[src/rtl/serial_pattern_detector.sv]
// Serial bit-pattern detector: compares the last N accepted bits against a
// loadable pattern, with overlapping/non-overlapping hits and a saturating hit count.
module serial_pattern_detector #(
    parameter int             N       = 3,
    parameter int             CNT_W   = 8,
    parameter logic [N-1:0]   PAT_RST = N'(3'b110)
) (
    input  logic             clk,
    input  logic             rst,
    input  logic             str_in,
    input  logic             in_valid,
    input  logic [N-1:0]     pattern,
    input  logic             pat_load,
    input  logic             overlap,
    input  logic             cnt_clr,
    output logic [N-1:0]     str_out,
    output logic             match,
    output logic [CNT_W-1:0] match_cnt
);
    localparam int               FW       = $clog2(N + 1);
    localparam logic [FW-1:0]    FILL_MAX = FW'(N);
    localparam logic [FW-1:0]    FILL_HIT = FW'(N - 1);
    localparam logic [CNT_W-1:0] CNT_MAX  = {CNT_W{1'b1}};

    logic [N-1:0]     hist_q, hist_d;
    logic [N-1:0]     pat_q, pat_d;
    logic [FW-1:0]    fill_q, fill_d;
    logic             match_q, match_d;
    logic [CNT_W-1:0] cnt_q, cnt_d;
    logic [N-1:0]     shifted;
    logic             hit;

    always_comb begin
        shifted = {hist_q[N-2:0], str_in};
        // fill tracks how many history bits are fresh enough to take part in a hit
        hit     = in_valid && !pat_load && (fill_q >= FILL_HIT) && (shifted == pat_q);

        hist_d  = hist_q;
        pat_d   = pat_q;
        fill_d  = fill_q;
        match_d = hit;
        cnt_d   = cnt_q;

        if (in_valid) begin
            hist_d = shifted;
            if (hit && !overlap)
                fill_d = '0;
            else if (fill_q != FILL_MAX)
                fill_d = fill_q + FW'(1);
        end

        // a load restarts the fill even without a valid bit, so the new pattern
        // only ever matches N fresh bits
        if (pat_load) begin
            pat_d  = pattern;
            fill_d = '0;
        end

        if (cnt_clr)
            cnt_d = hit ? CNT_W'(1) : '0;
        else if (hit && cnt_q != CNT_MAX)
            cnt_d = cnt_q + CNT_W'(1);
    end

    always_ff @(posedge clk) begin
        if (!rst) begin
            hist_q  <= '0;
            pat_q   <= PAT_RST;
            fill_q  <= '0;
            match_q <= 1'b0;
            cnt_q   <= '0;
        end else begin
            hist_q  <= hist_d;
            pat_q   <= pat_d;
            fill_q  <= fill_d;
            match_q <= match_d;
            cnt_q   <= cnt_d;
        end
    end

    assign str_out   = hist_q;
    assign match     = match_q;
    assign match_cnt = cnt_q;
endmodule

[config.mk]
export PLATFORM = sky130hd
export DESIGN_NAME = serial_pattern_detector
export DESIGN_NICKNAME = d
export VERILOG_FILES = /design/src/rtl/serial_pattern_detector.sv
export SDC_FILE = /design/constraint.sdc
export NUM_CORES = 1
export LEC_CHECK = 0
export ABC_AREA = 1
export CAP_MARGIN = 20
export CORE_MARGIN = 8
export CORE_UTILIZATION = 45
export CTS_BUF_LIST = sky130_fd_sc_hd__clkbuf_8
export CTS_CLUSTER_SIZE = 8
export DETAILED_ROUTE_END_ITERATION = 12
export HOLD_SLACK_MARGIN = 0.1
export PLACE_DENSITY = 0.76
export SYNTH_ARGS = -nofsm -noshare
export SYNTH_HDL_FRONTEND = slang
export SYNTH_SLANG_ARGS = --single-unit
[constraint.sdc]
create_clock -name clk -period 1.3 [get_ports clk]
set_input_delay 0.26 -clock clk [delete_from_list [all_inputs] [get_ports clk]]
set_output_delay 0.26 -clock clk [all_outputs]
set_load 0.01 [all_outputs]
After elaboration in Yosys (flattened, before gate mapping)
Index checks and enable logic that the tools add are counted.

Flip-flop bits (word level): 17. Input bits: 10. Output and inout port bits: 12. Logic and storage cells: 28.

Add/subtract/negate cells: 2. $lt $le $gt $ge: 1. Eq/ne operators: 3. Multiplexer cells: 5. Bitwise logic cells: 1. Reductions and logical operators: 11.

Operators by type and width (number): $mux 8 (2); $add 8x1->8 const B (1); $ne 8x8->1 const B (1); $logic_and 1x1->1 (5); $mux 2 (2); $reduce_bool 2->1 (2); $eq 3x3->1 (1); $add 2x1->2 const B (1); $ge 2x2->1 const B (1); $logic_not 1->1 (2); $ne 2x2->1 const B (1); $reduce_and 2->1 (1); $reduce_or 2->1 (1); $mux 1 (1); $not 1->1 (1).

Logic depth before layout (Yosys ltp)
Gate-level depths: netlist of the first run.

Word-level depth: 7. Depth in mapped cells: 12. Depth with buffers taken out: 11.

Worst setup path before layout of the first run
No wires, ideal clock.

Path type: register -> register. Start: reg cnt_q[0], in the netlist match_cnt[0]. End: reg cnt_q[6], in the netlist match_cnt[6]. Library setup time: 0.117 ns. Arrival: 1.247 ns. Data required time: 1.183 ns. Path slack: -0.064 ns. Cell stages (with the launch flop): 9. Path buffers: 0. Clock period less this slack: 1.364 ns. Cells stage by stage: dfxtp_1 > ha_1 > nand2_1 > nor2_1 > nand4_1 > nand3_2 > nand2_1 > a21oi_1 > nor2_1.

Word-level cells in the longest chain between the ends: 3. Elaborated cells between the ends (all ways): 6. Those cells by class: 1 x add/sub; 1 x eq/ne; 2 x mux; 2 x reduce/logical.

Ends and longest elaborated chain: start, declared (line 29) `logic [CNT_W-1:0] cnt_q, cnt_d;`; start signal, assigned (line 77) `cnt_q <= cnt_d;`; $add 8x1->8 or $ne 8x8->1 (tied branches) (line 62, 61); $mux 8 or $logic_and 1x1->1 (tied branches) (line 61) `else if (hit && cnt_q != CNT_MAX)`; $mux 8 or $reduce_bool 2->1 (tied branches).

Several ways; a longest one is shown, not always the timed one. The select of a mux whose other input is x is not followed. A chain may end at the register's enable or synchronous reset.

Final worst setup path of the first run
Start: reg fill_q[0]. End: reg cnt_q[1], in the netlist match_cnt[1].

Word-level cells in the longest chain between the ends: 5.

Ends and longest elaborated chain: start, declared (line 27) `logic [FW-1:0] fill_q, fill_d;`; start signal, assigned (line 75) `fill_q <= fill_d;`; $ge 2x2->1 (line 36) `hit = in_valid && !pat_load && (fill_q >= FILL_HIT) && (shifted == pat_q);`; $logic_and 1x1->1 (2 in a row) (line 36); $logic_and 1x1->1 (line 61); $reduce_bool 2->1 (no line).

No other way between the ends.

==> results, run 1 <==
- In this run the number of H-tree levels came out at 1.
- The post-synthesis share of cell area spent on xor and xnor gates is less than 1%.
- The yosys synthesis warning count is 0.
- The net switching power is ~0.28 mW.
- The synthesized netlist devotes around 15% of its cell area to compound gates.
- The peak fanout along the critical path is 5.
- STA classifies the critical path startpoint as a flip-flop.
- The via count of the first global-routing pass is 1088.
- For this design the ratio of total power to cell area is between 700 and 800 nW/um2.
- Summing the areas of all fa, ha and maj instances in the mapped netlist gives 4.09% of the synthesized area.
- The fraction of layout instances using a drive strength above 1 is 40.3%.
- The top flip-flop cell by instance count after synthesis is dfxtp_1.
- After synthesis, the largest area contributor takes up between 30% and 40% of total cell area.
- Sequential elements use 37.1% of the synthesized area.
- The total of hold buffers inserted after clock tree synthesis is 0.
- The average via count per standard cell is between 4 and 5.
- Global routing used around 15% of the available tracks.
- The synthesized net count is 145.
- The switching fraction of total power is between 20% and 30%.
- The most common cell in the synthesized netlist is nand2_1.
- The worst-case IR drop observed on VDD is around 0.80 mV.
- The sequential cell fraction of total power is about half.
- The initial antenna violation count was 0.
- The area growth from synthesis to layout is 70.6%.
- The critical path contains buffers and inverters numbering 4 combined.
- The cell type of the slowest stage on the worst timing path is dfxtp_2.
- The min-delay analysis places its worst path in the category reg -> reg.
- The horizontal die dimension is 61.2 um.
- The post-synthesis async set-or-reset flop share is 0%.
- In this run the vertical extent of the chip is ~60 um.
- The required arrival time at the worst endpoint is around 1.4 ns.
- The worst-case clock skew is between 0.0007 and 0.0008 ns.
- After routing the design area is 1570 um2.
- The hold violation count in the final report is 0.
- The first-pass iteration count of the detailed router is 4.
- The number of remaining DRC errors is 0.
- The checks that failed: setup timing.
- The weighted congestion reported at the end of routability-driven placement is 0.815.
- At the end of the flow, the number of nets in the layout was 200.
- The worst stage delay on the critical path is between 0.3 and 0.4 ns.
- Summed over all failing endpoints, the final setup total negative slack is -0.494 ns.
- The family with the most delay on the worst path is simple AND/OR/NAND/NOR gates.
- The mean instance size in the synthesized netlist is between 6 and 7 um2.
- The initial core utilization is between 40 and 50%.
- The count of pins over their slew limit is 0.
- The largest family of logic cells by synthesized area is simple AND/OR/NAND/NOR gates.
- The clock net sink count is 17.
- In this run, distinct cell masters in the synthesized netlist total 22.
- The flow ran to the end, but the final reports show violations.
- The final layout contains routed wiring with a total length of about 2800 um.
- After synthesis, the cell types taking the most area are dfxtp_1 37%, nand2_1 12%, inv_1 8.6%.
- The number of placement rows is 16.
- The critical path arrival is 1.54 ns.
- For the worst-skew pair, the clock arrives at the later sink with an insertion delay of around 0.25 ns.
- The die covers 3740 um2.
- The worst slew margin relative to its limit is about four fifths.
- Final hold analysis gives a worst-case slack of 0.481 ns.
- The analysis attributes to cell leakage a power of 0.749 nW.
- The portion of synthesized area spent on multiplexers is 0%.
- In this run, the combinational gates consume between 10% and 20% of the power.
- The first global-routing pass estimated 4420 um of wire.
- By count the netlist is led by 29 x nand2_1, 21 x inv_1, 17 x dfxtp_1.
- Setup repair after global routing could not meet its margin everywhere.
- The number of buffers inserted by port buffering is 21.
- The placed wire-length estimate after detailed placement is roughly 1800 um.
- Entering global routing, the biggest net connects 10 pins.
- The placed instances occupy a cell area of 1320 um2.
- The number of max-cap violations is 0.
- The worst setup path is captured at a flip-flop.
- The number of flops mapped to enable cells by yosys is 0.
- Internal power comes to roughly 0.84 mW.
- The number of synthesized register bits is 17.
- The cell count after synthesis is between 100 and 150.
- Clock-pin slew was measured on the worst setup and hold paths at roughly 0.070 ns.
- In the final routed layout, each cell accounts on average for ~13 um.
- Traced cell by cell, the critical path runs through inv_2 -> ha_4 -> inv_2 -> nand2_2 -> nand2_2 -> nor2_4 -> nand3_4 -> buf_6 -> buf_6 -> o21a_1.
- The violation count after the first detailed-route iteration is 23.
- After detailed placement, the design holds a cell count of roughly 200.
- Setup violations remaining at the end of the flow were counted as 10.
- Dividing the final minimum period by the clock period gives 107%.
- At the pin with the least slew margin, the transition time is 0.314 ns.
- The cell area after technology mapping is a little over 900 um2.
- TritonCTS built the clock tree.
- The number of antenna cells inserted is 0.
- Clock tree synthesis inserted a total of 3 buffers.
- The post-route antenna net violation count is 0.
- The clock power share is 34.3%.
- The count of non-filler cells in the finished layout is 213.
- The number of buffers on the longest clock path is 2.
- Global routing finished with a remaining overflow of 0.
- The largest total area in the synthesized netlist belongs to dfxtp_1.
- The final setup slack of the worst path is -0.0933 ns.
- The CTS root buffer is clkbuf_8.
- The simple logic cell fraction of the synthesized area is a little under a third.
- The core footprint is just under 2000 um2.
- Based on the critical path, the design can be clocked at up to between 700 and 800 MHz.
- 22 I/O pins were placed.
- By startpoint and endpoint, the worst setup path is classified as reg -> reg.
- The post-layout utilization of the core is 80.7%.
- Summing over every cut layer, the via total after detailed routing is 1057.
- Counting I/O delays and the setup requirement, the final critical path takes around 1.4 ns.
-- area by class of cell --
type                    count  area [um2]
multi-input cells          91         617
clock inverters             1        3.75
clock buffers               3        41.3
flip-flops and latches     17         347
repair buffers             52         439
fillers                   121         375
well taps                  27        33.8
inverters                  22        85.1
-- layer usage --
metal / vias up / track usage [%] / part of all wire [%]
met5: - / 0 / 0
met4: 0 / 7.64 / 2.1
met3: 10 / 2.30 / 3.7
met2: 28 / 28.4 / 52
met1: 492 / 15.5 / 43
li1: 527 / - / -
-- registers in the layout, summed over array words and instances, names as in the netlist --
register and flops:
str_out 3, pat_q 3, match_cnt 8, match 1, fill_q 2
-- worst reg2reg max path, stage by stage (launching register included) --
cell     delay [ns]
dfxtp_2        0.32
inv_2          0.06
ha_4           0.12
inv_2          0.03
nand2_2        0.05
nand2_2        0.06
nor2_4         0.13
nand3_4        0.11
buf_6          0.15
buf_6          0.10
o21a_1         0.15
-- stage by stage --
| stage | power (mW) | setup slack, ns |
|---|---|---|
| floorplan | 0.634 | 0.00363 |
| global placement | 0.715 | -0.406 |
| detailed placement | 0.722 | -0.509 |
| CTS | 1.11 | -0.118 |
| global route | 1.16 | -0.159 |
| finish | 1.12 | -0.0933 |
-- power groups by stage --
stage | clock (mW) | sequential, mW | combinational (mW)
2_1_floorplan | 0 | 0.560 | 0.0737
3_3_place_gp | 0 | 0.557 | 0.158
3_5_place_dp | 0 | 0.559 | 0.163
4_1_cts | 0.386 | 0.548 | 0.177
5_1_grt | 0.401 | 0.550 | 0.206
6_report | 0.385 | 0.549 | 0.187
-- final timing paths --
path                     startpoint                   endpoint  slack [ns]  depth (start not counted)
min           pat_q[0]$_SDFFE_PN0P_      pat_q[0]$_SDFFE_PN0P_        0.48                          2
max          fill_q[0]$_SDFFE_PP0P_  match_cnt[1]$_SDFFE_PN0P_       -0.09                         10
max reg2reg  fill_q[0]$_SDFFE_PP0P_  match_cnt[1]$_SDFFE_PN0P_       -0.09                         10
min reg2reg   pat_q[0]$_SDFFE_PN0P_      pat_q[0]$_SDFFE_PN0P_        0.48                          2
-- kinds of logic after synthesis --
group	Yosys count
fa+ha+maj	3
compound gates	25
flops	17
buf+inv	24
simple gates	62
xor+xnor	1
-- repair_timing --
action	4_1_cts	5_1_grt
buffers inserted	6	2
setup endpoints to repair	22	12
pin swaps	13	16
resized for setup	52	15
-- placed cells by master, fill, tap and decap left out, types with 4 or more instances in the layout --
cell type / n
a21oi_1: 8
a21oi_2: 4
buf_4: 26
buf_6: 5
clkdlybuf4s50_1: 6
dfxtp_1: 12
dfxtp_2: 5
dlygate4sd2_1: 14
inv_1: 19
nand2_1: 21
nand2_2: 6
nand3_2: 5
nor2_1: 12
nor2_4: 5
o21ai_0: 6
Note: power is estimated with default switching activity, not from simulation.
==> run 2: changes to the inputs <==
Settings changed: PLACE_DENSITY 0.76 to unset, PLACE_DENSITY_LB_ADDON set to 0.08.
==> results, run 2 (same netlist as run 1, synthesis figures left out) <==
- After detailed routing, the total wire length is 2460 um.
- The detail route stage leaves a number of antenna-violating nets equal to 0.
- In this run, the combinational gates consume about 16% of the power.
- The average via count per standard cell is ~4.8.
- The pin count of the biggest net entering global routing is 11.
- Power spread over the standard cell area amounts to ~750 nW/um2.
- The slew of the pin with the lowest slew margin is between 0.2 and 0.25 ns.
- Leaving out fill and tap cells, the most frequent cells in the layout are 28 x buf_4, 21 x nand2_1, 18 x inv_1.
- The vertical die dimension is roughly 61 um.
- The overall global routing resource usage is between 10 and 15%.
- After the flow finishes, the layout carries non-filler instances totaling roughly 210.
- The library cell used most frequently in the layout, excluding fill and tap cells, is buf_4.
- The number of remaining DRC errors is 0.
- The clock power share is 35.4%.
- The internal cell power is ~0.84 mW.
- The first-pass iteration count of the detailed router is 4.
- The first-pass GRT wire length is approximately 4300 um.
- The sequential cell fraction of total power is between 40% and 50%.
- The busiest layer in global routing is met2.
- After detailed placement, the total cell area comes to around 1300 um2.
- The wire-length estimate of the detail-placed layout is between 1500 and 2000 um.
- The met3 global-route usage is roughly 3.1%.
- The filler cell count is ~150.
- The capturing element type of the critical path is a flip-flop.
- The core region is just under 2000 um2.
- In this run the deepest clock path goes through 2 buffers.
- The CTS H-tree depth is 1.
- The global routing met2 resource utilization is 26.9%.
- At the later pin of the worst-skew pair, clock insertion delay measures roughly 0.25 ns.
- The weighted congestion reported at the end of routability-driven placement is ~0.84.
- The number of placement rows is 16.
- The cell count after placement is between 200 and 250.
- The cell type of the slowest stage on the worst timing path is dfxtp_2.
- At the end of the flow, the number of nets in the layout was approximately 200.
- The flow ran to the end, but the final reports show violations.
- The static leakage is 0.694 nW.
- The top-level I/O count is 22.
- The number of antenna cells inserted is 0.
- From synthesis to final layout, the design area changed by 62.7%.
- The cell depth of the worst hold path is 2.
- The worst stage delay on the critical path is 0.33 ns.
- The depth of the worst register-to-register path is 11.
- Headroom to the max-slew limit came out at 83.6%.
- The total overflow left after global routing is 0.
- The number of buffers inserted by port buffering is 21.
- The final reports fail on setup timing.
- TritonCTS built the clock tree.
- The highest clock frequency the design can meet is ~710 MHz.
- The initial core utilization is approximately 47%.
- Once layout is complete, the utilization of the core stands at about three quarters.
- The post-placement setup slack is -0.465 ns.
- Setup violations remaining at the end of the flow were counted as 10.
- The worst-case clock skew is 0.00566 ns.
- The source of the worst hold timing path is pat_q[0]$_SDFFE_PN0P_.
- The initial antenna violation count is 0.
- Summed over all nets, the switching power comes to slightly below 0.3 mW.
- In the global route stage, met1 resource usage came out at between 10% and 20%.
- The number of max-cap violations is 0.
- Summing over every cut layer, the via total after detailed routing is around 1000.
- The sequential cell area is approximately 350 um2.
- The number of flip-flops in the largest register is 8.
- The finished cells cover between 1000 and 1500 um2.
- The first routing iteration left 21 violations.
- The peak fanout along the critical path is 5.
- The hold violation count in the final report is 0.
- The critical path arrival is ~1.6 ns.
- Clock tree synthesis inserted a total of 3 buffers.
- The final setup slack of the worst path is -0.115 ns.
- The count of pins over their slew limit is 0.
- The via count of the first global-routing pass is about 1100.
- The signal on the critical path passes through inv_2 -> ha_4 -> inv_2 -> nand2_2 -> nand2_2 -> nor2_4 -> nand3_4 -> buf_4 -> o21bai_2 -> nand2_1 -> nor2_1.
- After detailed routing, the average wire length per cell comes to approximately 12 um.
- In the final layout, the share of cells above drive strength 1 is 36.4%.
- The startpoint identified for the worst register-to-register timing path is fill_q[0]$_SDFFE_PP0P_.
- The CTS root buffer is clkbuf_8.
- The die area is between 3000 and 4000 um2.
- The horizontal die dimension is approximately 61 um.
- The category of the most critical setup path is reg -> reg.
- STA classifies the critical path startpoint as a flip-flop.
- Of the total power, the share spent switching nets is approximately a quarter.
- The clock net sink count is 17.
- The peak supply drop is 0.621 mV.
- Setup repair after global routing could not meet its margin everywhere.
- For the worst setup path, the data required time is roughly 1.5 ns.
- The sum of negative setup slack is -0.548 ns.
- The final critical-path required period is between 1 and 1.5 ns.
- The post-route clock period utilization is 109%.
- In this run the worst setup path begins at fill_q[0]$_SDFFE_PP0P_.
- The area used by multi-input combinational logic is around 580 um2.
- The path class of the tightest hold or removal check is reg -> reg.
- The clock-pin slew on the worst setup and hold paths is 0.07 ns.
## run 2: area by class of cell
class                   count  share of cell area [%]
clock buffers               3                    2.76
clock inverters             1                   0.335
inverters                  22                    5.70
multi-input cells          92                    38.8
flip-flops and latches     17                    23.1
well taps                  27                    2.26
repair buffers             49                    27.1
## run 2: through the flow
step	hold slack (ns)	power (mW)
3_5_place_dp	0.464	0.720
2_1_floorplan	0.344	0.634
4_1_cts	0.475	1.12
3_3_place_gp	0.452	0.715
5_1_grt	0.506	1.18
6_report	0.476	1.13
## run 2: final timing paths
kind         slack [ns]                   endpoint
max reg2reg       -0.11  match_cnt[7]$_SDFFE_PN0P_
min                0.48      pat_q[0]$_SDFFE_PN0P_
max               -0.11  match_cnt[7]$_SDFFE_PN0P_
min reg2reg        0.48      pat_q[0]$_SDFFE_PN0P_
## run 2: critical path: cells and delay by family (launching register included)
| kind | cells | cell delay [ns] |
|---|---|---|
| AND/OR/NAND/NOR | 6 | 0.54 |
| flip-flops | 1 | 0.33 |
| buffers and inverters | 3 | 0.26 |
| adder cells (fa/ha/maj) | 1 | 0.13 |
| AO/OA/AOI/OAI | 1 | 0.09 |
## run 2: timing repair
item / 4_1_cts / 5_1_grt
setup endpoints to repair: 22 / 12
buffers inserted: 3 / 1
pin swaps: 1 / 5
hold buffers: 0 / 0
resized for setup: 31 / 13
gates cloned: 1 / 0
endpoints found under the hold margin: 0 / 0
## run 2: power groups by stage
stage | Clock [mW] | Combinational [mW] | Sequential (mW)
final | 0.398 | 0.180 | 0.548
after global routing | 0.427 | 0.200 | 0.549
after CTS | 0.406 | 0.170 | 0.547
after detailed placement | 0 | 0.162 | 0.558
after global placement | 0 | 0.157 | 0.557
after floorplan | 0 | 0.0737 | 0.560
## run 2: metal layers
metal | wire [um] | up-vias
li1 | - | 523
met5 | 0 | -
met2 | 1250 | 25
met1 | 1090 | 457
met3 | 106 | 2
met4 | 11 | 0
==> RTL change 1: new RTL, settings of run 2 <==
Change the parameter `CNT_W` from 8 to 10.
--- a/src/rtl/serial_pattern_detector.sv
+++ b/src/rtl/serial_pattern_detector.sv
@@ -2,7 +2,7 @@
 // loadable pattern, with overlapping/non-overlapping hits and a saturating hit count.
 module serial_pattern_detector #(
     parameter int             N       = 3,
-    parameter int             CNT_W   = 8,
+    parameter int             CNT_W   = 10,
     parameter logic [N-1:0]   PAT_RST = N'(3'b110)
 ) (
     input  logic             clk,
Ports: changed (resized match_cnt); port bits go from 22 to 24. The function was not compared with the original's and may differ.
==> RTL change 1 against run 2 <==
- the run still ends with setup timing left
- sequential cell count is 2 higher
- count of clock-buffer cells in the layout stayed put
- largest power group unchanged
- synthesized cell count is 14% higher
- setup slack better by 1.3 ps
- critical path depth is 2 lower
- wire length is 32% higher
- combinational power is 8% higher
- sequential power is 10% higher
- utilization is 1.9 points higher
- design area is 18% higher
- synthesized area is 17% higher
- total power is 7.0% higher
- maximum frequency hardly changed
==> RTL change 1: results (changes against run 2) <==
pin count of the biggest net entering global routing 12 (+1); non-clk buf share 26.4% (-0.63 points); placed cells 222 (+9.9%); Area growth, synth to finish 63.7%; sequential cell area fraction in the yosys report 35.3% (-1.7 points); final number of max-transition violations 0 (unchanged); final setup vio count 11 (+1); filler cell count 156 (+3.3%); Max Clock Skew 8.12 ps (+2.46 ps); post-detail-place hpwl 2100 µm (+16%); Routed Wire Length 3240 µm (+32%); sequential share of cell area 22.5% (-0.60 points); Max FO, Critical Path 6 (+1); seq_cells 19 (+2); wire length per cell 13.6 µm (+17%); pre-CTS setup slack -330 ps (+134 ps); Slew @ Worst Pin 237 ps (-7.59 ps); Final #Nets 224 (+13%); clock-cell share of area 2.63% (-0.47 points); Switching Fraction 25.8% (+0.13 points); Setup Buffers After CTS 9 (+6); failing checks setup timing; vias in the first global route 1289 (+22%); core region area 2230 µm² (+15%); DR vias 1199 (+19%); final worst slack -114 ps (+1.26 ps); Pleak 0.000868 µW (+25%); inverters 24 (+9.1%); Non-clk bufs 56 (+14%); 1st-iter DRT viols 80 (+280%); Synth area leaders dfxtp_1 (35%), nand2_1 (13%), inv_1 (7.0%); I/O Buffers 23 (+9.5%); multi-input gate share of total cell area 41.3% (+2.6 points); global-route wire length before repair 5390 µm (+27%); layout cell share with drive strength beyond 1 41.4% (+5.0 points); max reg flops 10 (+2); status complete, but fails checks; Peak VDD IR 0.000496 V (-20%); Area after DPL 1530 µm² (+16%); most common library cells after synthesis nand2_1 (37), inv_1 (20), dfxtp_1 (19); Resized cells post-CTS 44 (+42%); Sum Neg Setup Slack -729 ps (-181 ps); Slowest cell on crit path dfxtp_4; Avg Synthesized Cell Area 7.13 µm² (+2.4%); crit-path max cell delay 350 ps (+20 ps); #MultiIn Comb 107 (+16%); count of different cell masters after synthesis 28 (+27%)
[RTL change 1: changes by cell type in the layout (fill, tap and decap cells not counted), moves of 3 or more]
cell,change
dlygate4sd2_1,+3
nand3_2,-3
dfxtp_4,+3
inv_2,+4
nand2_1,+8
buf_4,+3
nand2_4,+3
[RTL change 1: kinds of logic (layout without fill, tap and decap cells)]
family          Yosys count  after routing  synth area share [%]
compound gates           26             26                  12.6
xor+xnor                  2              2                  1.63
fa+ha+maj                 3              3                  3.49
buf+inv                  26             84                  9.88
flops                    19             19                  35.3
simple gates             75             76                  37.1
[RTL change 1: per-layer routing]
layer	global-route usage, %	wire length (µm)
met2	29.2	1640
met4	6.27	59
met5	0	0
met1	15.6	1400
met3	3.61	144
[RTL change 1: worst register-to-register path, cell delays in order, from the launching register on]
cell,delay (ps)
dfxtp_4,350
buf_6,100
ha_4,140
nand2_4,70
nor2_4,120
nand3b_4,130
nand3_4,130
nand2_4,100
a21oi_2,120
nor2_1,40
[RTL change 1: path summary, 6_finish.rpt]
kind / endpoint / cells after the start / from / slack (ps)
max: match_cnt[7]$_SDFFE_PN0P_ / 9 / match_cnt[1]$_SDFFE_PN0P_ / -110
min: str_out[1]$_SDFFE_PN0P_ / 2 / str_out[0]$_SDFFE_PN0P_ / 490
max reg2reg: match_cnt[7]$_SDFFE_PN0P_ / 9 / match_cnt[1]$_SDFFE_PN0P_ / -110
min reg2reg: str_out[1]$_SDFFE_PN0P_ / 2 / str_out[0]$_SDFFE_PN0P_ / 490
[RTL change 1: power groups by stage]
stage                     logic (µW)  clock network (µW)  registers (µW)
final                            194                 407             603
after global routing             214                 433             605
after CTS                        186                 419             602
after detailed placement         167                   0             617
after global placement           163                   0             616
after floorplan                 90.4                   0             618
==> RTL change 2: new RTL, config.mk and constraints of run 2 <==
Made on the original files. Register the inputs `str_in`, `in_valid`, `pattern`, `pat_load`, `overlap` and `cnt_clr` before use. The logic sees them one clock later.
--- a/src/rtl/serial_pattern_detector.sv
+++ b/src/rtl/serial_pattern_detector.sv
@@ -22,6 +22,22 @@
     localparam logic [FW-1:0]    FILL_HIT = FW'(N - 1);
     localparam logic [CNT_W-1:0] CNT_MAX  = {CNT_W{1'b1}};
 
+    logic str_q;
+    logic in_valid_q;
+    logic [N-1:0] pattern_q;
+    logic pat_load_q;
+    logic overlap_q;
+    logic cnt_clr_q;
+
+    always_ff @(posedge clk) begin
+        str_q      <= str_in;
+        in_valid_q <= in_valid;
+        pattern_q  <= pattern;
+        pat_load_q <= pat_load;
+        overlap_q  <= overlap;
+        cnt_clr_q  <= cnt_clr;
+    end
+
     logic [N-1:0]     hist_q, hist_d;
     logic [N-1:0]     pat_q, pat_d;
     logic [FW-1:0]    fill_q, fill_d;
@@ -31,9 +47,9 @@
     logic             hit;
 
     always_comb begin
-        shifted = {hist_q[N-2:0], str_in};
+        shifted = {hist_q[N-2:0], str_q};
         // fill tracks how many history bits are fresh enough to take part in a hit
-        hit     = in_valid && !pat_load && (fill_q >= FILL_HIT) && (shifted == pat_q);
+        hit     = in_valid_q && !pat_load_q && (fill_q >= FILL_HIT) && (shifted == pat_q);
 
         hist_d  = hist_q;
         pat_d   = pat_q;
@@ -41,9 +57,9 @@
         match_d = hit;
         cnt_d   = cnt_q;
 
-        if (in_valid) begin
+        if (in_valid_q) begin
             hist_d = shifted;
-            if (hit && !overlap)
+            if (hit && !overlap_q)
                 fill_d = '0;
             else if (fill_q != FILL_MAX)
                 fill_d = fill_q + FW'(1);
@@ -51,12 +67,12 @@
 
         // a load restarts the fill even without a valid bit, so the new pattern
         // only ever matches N fresh bits
-        if (pat_load) begin
-            pat_d  = pattern;
+        if (pat_load_q) begin
+            pat_d  = pattern_q;
             fill_d = '0;
         end
 
-        if (cnt_clr)
+        if (cnt_clr_q)
             cnt_d = hit ? CNT_W'(1) : '0;
         else if (hit && cnt_q != CNT_MAX)
             cnt_d = cnt_q + CNT_W'(1);
Check against the original RTL: not equivalent (Yosys sat finds a counterexample within 4 cycles, from zero or initial values and one cycle with rst low).
==> RTL change 2 against run 2 <==
- the run still ends with setup timing left
- maximum frequency up 7.3%
- total power grew 27%
- sequential power grew 48%
- cell count down 2.4%
- utilization is 13 points lower
- design area rose by 3.5%
- die area grew 15%
- first-iteration DRC count rose to 3.8 times the old value
- wire length shrank 3.3%
- sequential cell count grew 8
- synthesized area increased by 20%
- setup slack improved by 97 ps
- critical path type unchanged
==> RTL change 2: results (changes against run 2) <==
antenna-violating nets left 0 (unchanged); complex-gate fraction of the synthesized area 9.86% (-5.1 points); Synth Instances 138 (+4.5%); area occupied by registers 507 µm² (+47%); Slowest cell on crit path dfxtp_2; placed cells 200 (-0.99%); failing checks setup timing; pin count of the biggest net entering global routing 15 (+4); hold slack 426 ps (-50.9 ps); Tot GR Track Use 12.1% (-2.5 points); final worst slack -18.2 ps (+96.6 ps); pre-CTS setup slack -95.0 ps (+370 ps); met2 Use GR 20.4% (-6.4 points); post-detail-place hpwl 1840 µm (+1.4%); vias in the first global route 1008 (-4.5%); layout cell share with drive strength beyond 1 28.4% (-8.0 points); Clock Latency Late Sink 270 ps (+20 ps); Final Non-Filler Cells 206 (-2.4%); M1 GR Usage 13.9% (-1.7 points); Mapped Nets 151 (+4.1%); final setup vio count 2 (-8); Pre-Repair DR Iteration Count 4 (unchanged); final number of max-transition violations 0 (unchanged); met3 routed wirelength 131 µm (+24%); global-route wire length before repair 4240 µm (-0.33%); status complete, but fails checks; Final GP Congestion 0.839 (+0.45%); hold crit path type input port to flop; Area after DPL 1440 µm² (+8.5%); Synth area leaders dfxtp_1 (45%), nand2_1 (9.5%), inv_1 (7.5%); 1st-iter DRT viols 79 (+280%); Met2 Routed Length 1180 µm (-5.5%); most common library cells after synthesis nand2_1 (28), dfxtp_1 (25), inv_1 (22); Pleak 0.000746 µW (+7.5%); sequential cell area fraction in the yosys report 45.4% (+8.3 points); Worst-path clk slew 90 ps (+20 ps); XOR/XNOR Fraction of Synth Area 0.794% (-0.16 points); Post-Synth Adder-Cell Area 3.40% (-0.69 points); critical path arrival 1480 ps (-120 ps); count of different cell masters after synthesis 25 (+14%); DR vias 981 (-2.6%); filler cell count 210 (+39%); met3 Usage GRT 3.57% (+0.44 points); Sum Neg Setup Slack -22.3 ps (+526 ps); Antenna diodes 0 (unchanged); post-synthesis register bit count 25 (+8); Slew headroom 84.8% (+1.3 points); wire length per cell 11.5 µm (-0.95%); Max FO, Critical Path 5 (unchanged); Peak VDD IR 0.000840 V (+35%); Max Clock Skew 3.28 ps (-2.38 ps); Final #Nets 190 (-4.0%); Metal-1 WL 1030 µm (-5.5%)
-- RTL change 2: cell types whose count changed in the layout (fill, tap and decap cells not counted), sizes merged, moves of 2 or more --
cell and change:
nor3 +2, dlygate4sd2 -2, a21oi -2, clkdlybuf4s50 +2, buf -14, o21bai -2, dfxtp +8, nand4 +2
-- RTL change 2: final cells by class --
class | instances | area share (%)
Clock inverter | 1 | 0.324
Timing Repair Buffer | 35 | 19.5
Inverter | 23 | 5.58
Multi-Input combinational cell | 89 | 36.7
Sequential cell | 25 | 32.8
Tap cell | 30 | 2.43
Clock buffer | 3 | 2.67
-- RTL change 2: report_power, final --
group | total, µW | switching, µW | internal [µW] | leakage (µW)
Sequential | 811 | 16.6 | 795 | 0.000208
Combinational | 161 | 82.9 | 78.4 | 0.000512
Clock | 458 | 244 | 214 | 0.0000255
-- RTL change 2: worst paths after layout --
| check | to | startpoint | cells after the start |
|---|---|---|---|
| max | match_cnt[5]$_SDFFE_PN0P_ | fill_q[0]$_SDFFE_PP0P_ | 11 |
| min | pat_load_q$_DFF_P_ | pat_load | 1 |
| max reg2reg | match_cnt[5]$_SDFFE_PN0P_ | fill_q[0]$_SDFFE_PP0P_ | 11 |
| min reg2reg | pat_q[2]$_SDFFE_PN1P_ | pattern_q[2]$_DFF_P_ | 2 |
-- RTL change 2: what timing repair did --
action | CTS | global route
pin swaps | 7 | 7
gates resized for setup | 25 | 9
setup endpoints to repair | 22 | 12
buffers inserted | 1 | 0
gates cloned | 1 | 0
-- RTL change 2: logic make-up (layout without fill, tap and decap cells) --
kind of cell             after synthesis  after routing
AND/OR/NAND/NOR                       64             65
flip-flops                            25             25
buffers and inverters                 25             62
AO/OA/AOI/OAI                         20             20
adder cells (fa/ha/maj)                3              3
XOR/XNOR                               1              1
